$ cat src/rtl/regfile_scoreboard.sv
// Register file with two registered read ports, one write port and x0 tied to zero.
// A per-register busy scoreboard with a running count flags decode hazards.
module regfile_scoreboard #(
  parameter int unsigned REG_WIDTH = 32,
  parameter int unsigned NAME_BITS = 5,
  parameter bit          BYPASS    = 1'b1
) (
  input  logic                 clk_i,
  input  logic                 rst_i,
  input  logic                 we_i,
  input  logic [NAME_BITS-1:0] ws_i,
  input  logic [REG_WIDTH-1:0] wd_i,
  input  logic                 re_i,
  input  logic [NAME_BITS-1:0] rs1_i,
  input  logic [NAME_BITS-1:0] rs2_i,
  output logic [REG_WIDTH-1:0] rd1_o,
  output logic [REG_WIDTH-1:0] rd2_o,
  output logic                 rd1_pend_o,
  output logic                 rd2_pend_o,
  input  logic                 iss_valid_i,
  input  logic [NAME_BITS-1:0] iss_rd_i,
  input  logic                 flush_i,
  output logic [NAME_BITS:0]   busy_cnt_o
);

  localparam int unsigned NUM_REGS = 1 << NAME_BITS;
  localparam int unsigned CW       = NAME_BITS + 1;

  logic [REG_WIDTH-1:0] regs_q [NUM_REGS];
  logic [REG_WIDTH-1:0] rd1_q, rd1_d, rd2_q, rd2_d;
  logic                 pend1_q, pend1_d, pend2_q, pend2_d;
  logic [NUM_REGS-1:0]  busy_q, busy_d;
  logic [CW-1:0]        cnt_q, cnt_d;

  logic wrValid, issValid, setNew, clrEff;
  logic hit1, hit2;

  assign wrValid  = we_i && (ws_i != '0);
  assign issValid = iss_valid_i && (iss_rd_i != '0);

  // A read that coincides with a write to the same register only sees the
  // new data (and loses its hazard) when forwarding is enabled.
  assign hit1 = BYPASS && wrValid && (ws_i == rs1_i);
  assign hit2 = BYPASS && wrValid && (ws_i == rs2_i);

  always_comb begin
    rd1_d   = rd1_q;
    rd2_d   = rd2_q;
    pend1_d = pend1_q;
    pend2_d = pend2_q;
    if (re_i) begin
      if (rs1_i == '0) begin
        rd1_d   = '0;
        pend1_d = 1'b0;
      end else begin
        rd1_d   = hit1 ? wd_i : regs_q[rs1_i];
        pend1_d = busy_q[rs1_i] && !hit1;
      end
      if (rs2_i == '0) begin
        rd2_d   = '0;
        pend2_d = 1'b0;
      end else begin
        rd2_d   = hit2 ? wd_i : regs_q[rs2_i];
        pend2_d = busy_q[rs2_i] && !hit2;
      end
    end
  end

  // Issue beats a same-edge writeback clear of the same index, so a clear
  // only reduces the count when it actually turns a set bit off.
  always_comb begin
    busy_d = busy_q;
    cnt_d  = cnt_q;
    setNew = issValid && !busy_q[iss_rd_i];
    clrEff = wrValid && busy_q[ws_i] && !(issValid && (iss_rd_i == ws_i));
    if (flush_i) begin
      busy_d = '0;
      cnt_d  = '0;
    end else begin
      if (wrValid)  busy_d[ws_i]     = 1'b0;
      if (issValid) busy_d[iss_rd_i] = 1'b1;
      cnt_d = cnt_q + CW'(setNew) - CW'(clrEff);
    end
  end

  always_ff @(posedge clk_i or posedge rst_i) begin
    if (rst_i) begin
      for (int i = 0; i < NUM_REGS; i++) regs_q[i] <= '0;
    end else if (wrValid) begin
      regs_q[ws_i] <= wd_i;
    end
  end

  always_ff @(posedge clk_i or posedge rst_i) begin
    if (rst_i) begin
      rd1_q   <= '0;
      rd2_q   <= '0;
      pend1_q <= 1'b0;
      pend2_q <= 1'b0;
      busy_q  <= '0;
      cnt_q   <= '0;
    end else begin
      rd1_q   <= rd1_d;
      rd2_q   <= rd2_d;
      pend1_q <= pend1_d;
      pend2_q <= pend2_d;
      busy_q  <= busy_d;
      cnt_q   <= cnt_d;
    end
  end

  assign rd1_o      = rd1_q;
  assign rd2_o      = rd2_q;
  assign rd1_pend_o = pend1_q;
  assign rd2_pend_o = pend2_q;
  assign busy_cnt_o = cnt_q;

endmodule

$ cat config.mk
export PLATFORM = sky130hd
export DESIGN_NAME = regfile_scoreboard
export DESIGN_NICKNAME = d
export VERILOG_FILES = /design/src/rtl/regfile_scoreboard.sv
export SDC_FILE = /design/constraint.sdc
export NUM_CORES = 2
export LEC_CHECK = 0
export BUFFER_PORTS_ARGS = -buffer_cell sky130_fd_sc_hd__buf_2
export CAP_MARGIN = 5
export CELL_PAD_IN_SITES_DETAIL_PLACEMENT = 1
export CELL_PAD_IN_SITES_GLOBAL_PLACEMENT = 2
export CORE_ASPECT_RATIO = 0.9
export CORE_MARGIN = 2
export CORE_UTILIZATION = 47
export CTS_CLUSTER_SIZE = 30
export DETAILED_ROUTE_END_ITERATION = 6
export PLACE_DENSITY = 0.86
export SLEW_MARGIN = 40
export SYNTH_ARGS = -nofsm -noshare
export SYNTH_HDL_FRONTEND = slang
export SYNTH_SLANG_ARGS = --single-unit
$ cat constraint.sdc
create_clock -name clk_i -period 45 [get_ports clk_i]
set_clock_uncertainty 0.15 [all_clocks]
set_input_delay 6.75 -clock clk_i [delete_from_list [all_inputs] [get_ports clk_i]]
set_output_delay 6.75 -clock clk_i [all_outputs]
set_load 0.02 [all_outputs]
Word level (Yosys, flattened, before mapping) --
Index checks and enable logic that the tools add are counted.
Cells by class: add/subtract/negate cells 2, magnitude comparators 10, eq/ne operators 3, muxes and demuxes 32, bitwise gates (word level) 6, reductions and logical operators 21
Operators with widths (count):
- bitwise mux 1024 bit | 1
- 2-to-1 mux 32 bit | 13
- binary-select mux 32 bit (select 5 bit) | 2
- demux 32 bit (select 5 bit) | 1
- bitwise AND 32 bit | 1
- inverter 32 bit | 1
- OR 32 bit | 1
- < comparator 5 x 6 -> 1 bit (second input constant) | 4
- binary-select mux 1 bit (select 5 bit) | 4
- greater-or-equal comparator 6 bit (second input constant) | 3
- inverter 5 -> 6 bit | 3
- == test 5 bit | 3
- logical AND 1 bit | 13
- demux 1 bit (select 5 bit) | 2
- greater-or-equal comparator 5 x 1 -> 1 bit (second input constant) | 2
- logical NOT 5 bit | 2
- nonzero test 5 bit | 2
- 2-to-1 mux 1 bit | 8
- adder 6 x 1 -> 6 bit | 1
- < comparator 6 x 1 -> 1 bit (second input constant) | 1
- 2-to-1 mux 6 bit | 1
- subtractor 6 x 1 -> 6 bit | 1
- logical NOT 1 bit | 4
Word-level totals: register bits 1128, input bits 58, output and inout bits 72, word-level logic and storage cells 112

Logic depth before layout (Yosys ltp) --
word-level depth 11, depth in mapped cells 16, gate-level depth less buffers 14

Least setup slack after synthesis --
No wires, ideal clock.
path type input to register, start input iss_rd_i[0], end register cnt_q[5] (netlist: busy_cnt_o[5]), setup time 0.125 ns, data arrival time 9.542 ns, required time 44.725 ns, path slack 35.183 ns, cell stages on the path 14, buffers on the path 2, path through clkbuf_1 > buf_1 > mux4_2 > a221oi_1 > a41o_1 > nand3_1 > ha_1 > inv_1 > ha_1 > a21o_1 > a21oi_1 > o21bai_1 > a21oi_1 > mux2_2
On the way: longest elaborated chain between the ends 7, elaborated cells between the ends (all ways) 13, classes of those cells 2 x add/sub; 1 x eq/ne; 3 x mux; 7 x reduce/logical
Ends and longest elaborated chain:
- start: declaration | RTL line 21 | input logic [NAME_BITS-1:0] iss_rd_i,
- binary-select mux 1 bit (select 5 bit) or nonzero test 5 bit (tied branches) | RTL line 74, 39
- 2-to-1 mux 1 bit (implied by the code) or logical AND 1 bit (tied branches) | RTL line 74, 39
- logical NOT 1 bit or logical AND 1 bit (tied branches) | RTL line 74, 75
- logical AND 1 bit or logical NOT 1 bit (tied branches) | RTL line 74, 75
- adder 6 x 1 -> 6 bit or logical AND 1 bit (tied branches) | RTL line 82, 75
- subtractor 6 x 1 -> 6 bit (*) | RTL line 82 | cnt_d = cnt_q + CW'(setNew) - CW'(clrEff);
- 2-to-1 mux 6 bit (*) | RTL line 76 | if (flush_i) begin
- named net cnt_d[5] | RTL line 33 | logic [CW-1:0] cnt_q, cnt_d;
- end signal: assignment | RTL line 108 | cnt_q <= cnt_d;
- end: declaration | RTL line 33
Mark *: on every way through the listed nets, which the timed path passes. The rest lies on a longest branch. The select of a mux whose other input is x is not followed. A chain may end at the register's enable or synchronous reset.

Final worst setup path --
start input rs2_i[0], end register rd2_q[20] (netlist: rd2_o[20])
On the way: longest elaborated chain between the ends 6, elaborated cells between the ends (all ways) 9, classes of those cells 1 x eq/ne; 5 x mux; 1 x bitwise; 2 x reduce/logical
Ends and longest elaborated chain:
- start: declaration | RTL line 15 | input logic [NAME_BITS-1:0] rs2_i,
- inverter 5 -> 6 bit (implied by the code) | RTL line 63 | rd2_d = hit2 ? wd_i : regs_q[rs2_i];
- binary-select mux 32 bit (select 5 bit) | RTL line 63
- 2-to-1 mux 32 bit (implied by the code) (2 in series) | RTL line 63
- 2-to-1 mux 32 bit | RTL line 63
- 2-to-1 mux 32 bit (*) | RTL line 59 | if (rs2_i == '0) begin
- end signal: assignment | RTL line 104 | rd2_q <= rd2_d;
- end: declaration | RTL line 30 | logic [REG_WIDTH-1:0] rd1_q, rd1_d, rd2_q, rd2_d;
Mark *: on every way between the ends. The rest lies on a longest branch, timed or not. The select of a mux whose other input is x is not followed.

==> impl_metrics.py <==
metrics = {
    "global_route": {
        "grtUsageTotal_pct": 30.0,
        "antenna_found_initial": 5,
        "grt_pass1_vias": 41300,
        "grt_max_degree": 146,
        "grt_pass1_wl_mm": 285,
        "grt_overflow": 0,
    },
    "sta": {
        "fin_crit_sh_pct": 21.7,
        "min_period_ns": 9.74,
        "slew_headroom_pct": 37.4,
        "final-setup-viol-count": 0,
        "tightest_slew_ns": 0.940,
        "final-hold-violation-count": 0,
        "slew_viol_final": 0,
        "timing.final.ws_setup_ns": 35.26,
        "fin_setup_tns_ns": 0,
        "hold-worst-slack_ns": 0.244,
        "grt_setup_unrepaired": "no",
        "clock.fmax_mhz": 103,
    },
    "floorplanning": {
        "placementRows": 123,
        "die_w_um": 379,
        "io_pins": 130,
        "die_y_um": 341,
        "core_area_um2": 125000,
        "dieArea_um2": 129000,
        "start_util_pct": 47.5,
    },
    "route": {
        "drcViolationCount": 0,
        "firstDrtPassIters": 5,
        "viasPerCell": 6.82,
        "wl_per_cell_um": 34.1,
        "dr_total_vias": 38100,
        "wirelength_mm": 191,
        "antenna_left": 0,
        "drt_iter0_drc": 3645,
    },
    "clock_network": {
        "clk_latency_ns": 0.76,
        "cts_setup_buffers": 0,
        "cts.sinks": 1128,
        "h-tree-depth": 3,
        "tritoncts": "built",
        "numCtsBuffers": 117,
        "cts.clk_slew.worst_paths_ns": 0.06,
        "cts.path.max_buffers": 3,
        "holdBufCountCts": 0,
        "cts_root_buf": "clkbuf_16",
        "ctsResizeCount": 0,
    },
    "placement": {
        "hpwl_mm": 105,
        "gp_congestion": 0.841,
        "placedCellCount": 5360,
        "portBuffers": 129,
        "dp_slack_ns": 33.64,
    },
    "synth": {
        "ys_seq_elements": 1128,
        "syn_nets": 3963,
        "ys_seq_area_share_pct": 47.5,
        "synth_cell_types": 52,
        "yosys_most_used_dff": "dfrtp_1",
        "syn_inst": 3898,
        "avgSynthCellArea_um2": 15.2,
        "async_flop_share_pct": 100,
        "ys_warn_count": 0,
        "synth_edf_count": 0,
        "synth_area_um2": 59400,
    },
    "setup_path": {
        "startpoint_type": "input port",
        "cp_max_fo": 57,
        "arrival_ns": 10.21,
        "crit_path_end_kind": "flip-flop",
        "required_ns": 45.47,
        "critPathKind": "input port to flip-flop",
        "reg2reg_depth": 13,
    },
    "cells_and_area": {
        "regArea_um2": 28200,
        "multi_input_area_um2": 29400,
        "drive_gt1_share_pct": 45.0,
        "syn_to_final_growth_pct": 10.6,
        "n_fill_cell": 11600,
        "fin_cells": 5581,
        "num-nets-final": 3862,
    },
    "pwr": {
        "p_leak_nw": 28.3,
        "power_density_nw_per_um2": 45.3,
        "peakVddDrop_uv": 30.9,
        "totalPowerFinal_w": 0.00297,
    },
    "worst_hold_path": {
        "min_path_type": "flip-flop to flip-flop",
        "min_path_cells": 0,
    },
    "job": {
        "drv_cap": 0,
    },
    "outcome": {
        "status": "complete, no violations",
    },
}
stage by stage:
stage | cell area [um^2] | util (%)
detailed placement | 61500 | 49.1
floorplan | 59400 | -
CTS | 65500 | 52.4
finish | 65700 | 52.5
global route | 65700 | 52.5
global placement | 61200 | 48.9
synth_stat cells (17+ instances only):
master,count,area share (%)
buf_1,44,0.28
buf_6,22,0.42
nor2_1,55,0.35
a22oi_1,146,1.8
mux2_2,698,13
or3_1,65,0.68
a21oi_1,83,0.70
nor2b_1,77,0.81
mux2i_1,38,0.64
dfrtp_1,1128,48
clkbuf_1,309,2.0
nand2_1,58,0.37
o21ai_0,19,0.16
buf_2,62,0.52
nand3_1,17,0.14
a22o_1,64,0.94
mux2_1,295,5.6
mux4_2,586,22
cell usage in the layout, fill, tap and decap left out, types with 6 or more instances in the layout:
| cell type | n |
|---|---|
| a21oi_1 | 83 |
| a22o_1 | 64 |
| a22oi_1 | 146 |
| a311oi_1 | 7 |
| and3_1 | 9 |
| buf_12 | 11 |
| buf_16 | 6 |
| buf_2 | 123 |
| buf_4 | 46 |
| buf_6 | 33 |
| bufinv_16 | 11 |
| clkbuf_1 | 21 |
| clkbuf_16 | 119 |
| clkbuf_8 | 32 |
| clkinv_2 | 25 |
| dfrtp_1 | 1128 |
| ha_1 | 6 |
| inv_1 | 12 |
| mux2_1 | 295 |
| mux2_2 | 698 |
| mux2i_1 | 38 |
| mux4_2 | 586 |
| nand2_1 | 43 |
| nand2_2 | 14 |
| nand3_1 | 17 |
| nand4_1 | 6 |
| nor2_1 | 35 |
| nor2_4 | 20 |
| nor2b_1 | 75 |
| nor3_1 | 7 |
| o21ai_0 | 19 |
| or3_1 | 65 |
| xnor2_1 | 15 |
final timing paths:
check / startpoint / end / slack [ns]
max reg2reg: busy_q[15]$_DFF_PP0_ / busy_cnt_o[5]$_DFF_PP0_ / 41.57
max in group asynchronous: rst_i / regs_q[322]$_DFFE_PP0P_ / 35.48
min in group asynchronous: rst_i / regs_q[549]$_DFFE_PP0P_ / 5.83
max: rs2_i[0] / rd2_o[20]$_DFFE_PP0P_ / 35.26
min: regs_q[1015]$_DFFE_PP0P_ / regs_q[1015]$_DFFE_PP0P_ / 0.24
min reg2reg: regs_q[1015]$_DFFE_PP0P_ / regs_q[1015]$_DFFE_PP0P_ / 0.24
state kept, by name (all words and copies together) (netlist names):
register and flops:
rd1_pend_o 1, rd1_o 32, rd2_pend_o 1, busy_cnt_o 6, rd2_o 32, busy_q 32, regs_q 1024
critical path, stage by stage:
cell     delay, ns
buf_8         0.52
buf_6         0.57
buf_6         0.65
mux4_2        0.61
mux4_2        0.46
nor2b_1       0.14
or3_1         0.40
report_power, final:
part	leakage (nW)	internal [W]	switching (W)
combinational	11.7	0.000344	0.000245
clock	1.99	0.000598	0.000425
sequential	14.5	0.00121	0.000155
layout make-up:
| class | count | area share (%) |
|---|---|---|
| Sequential cell | 1128 | 43.0 |
| Clock buffer | 172 | 5.33 |
| Tap cell | 1687 | 3.21 |
| Clock inverter | 42 | 0.802 |
| Timing Repair Buffer | 223 | 2.71 |
| Multi-Input combinational cell | 2309 | 44.8 |
| Inverter | 18 | 0.133 |
| Antenna cell | 2 | 0.00762 |
kinds of logic (layout without fill, tap and decap cells):
group                      after synthesis  in the layout  share of synthesized area, %
muxes                                 1617           1617                          41.7
other                                    0              2                             0
adders and majority gates                7              7                         0.160
buffers and inverters                  461            455                          3.36
xor gates and xnor gates                19             19                         0.280
DFF                                   1128           1128                          47.5
AOI/OAI and AO/OA                      350            350                          4.17
and+or+nand+nor                        316            316                          2.82
metal layers:
metal | wire length (um) | global-route usage, %
met5 | 35 | 0
met4 | 8070 | 11.4
met3 | 13300 | 5.38
met2 | 91400 | 47.9
met1 | 77800 | 41.3
No activity file was read; power rests on OpenSTA's default activity.
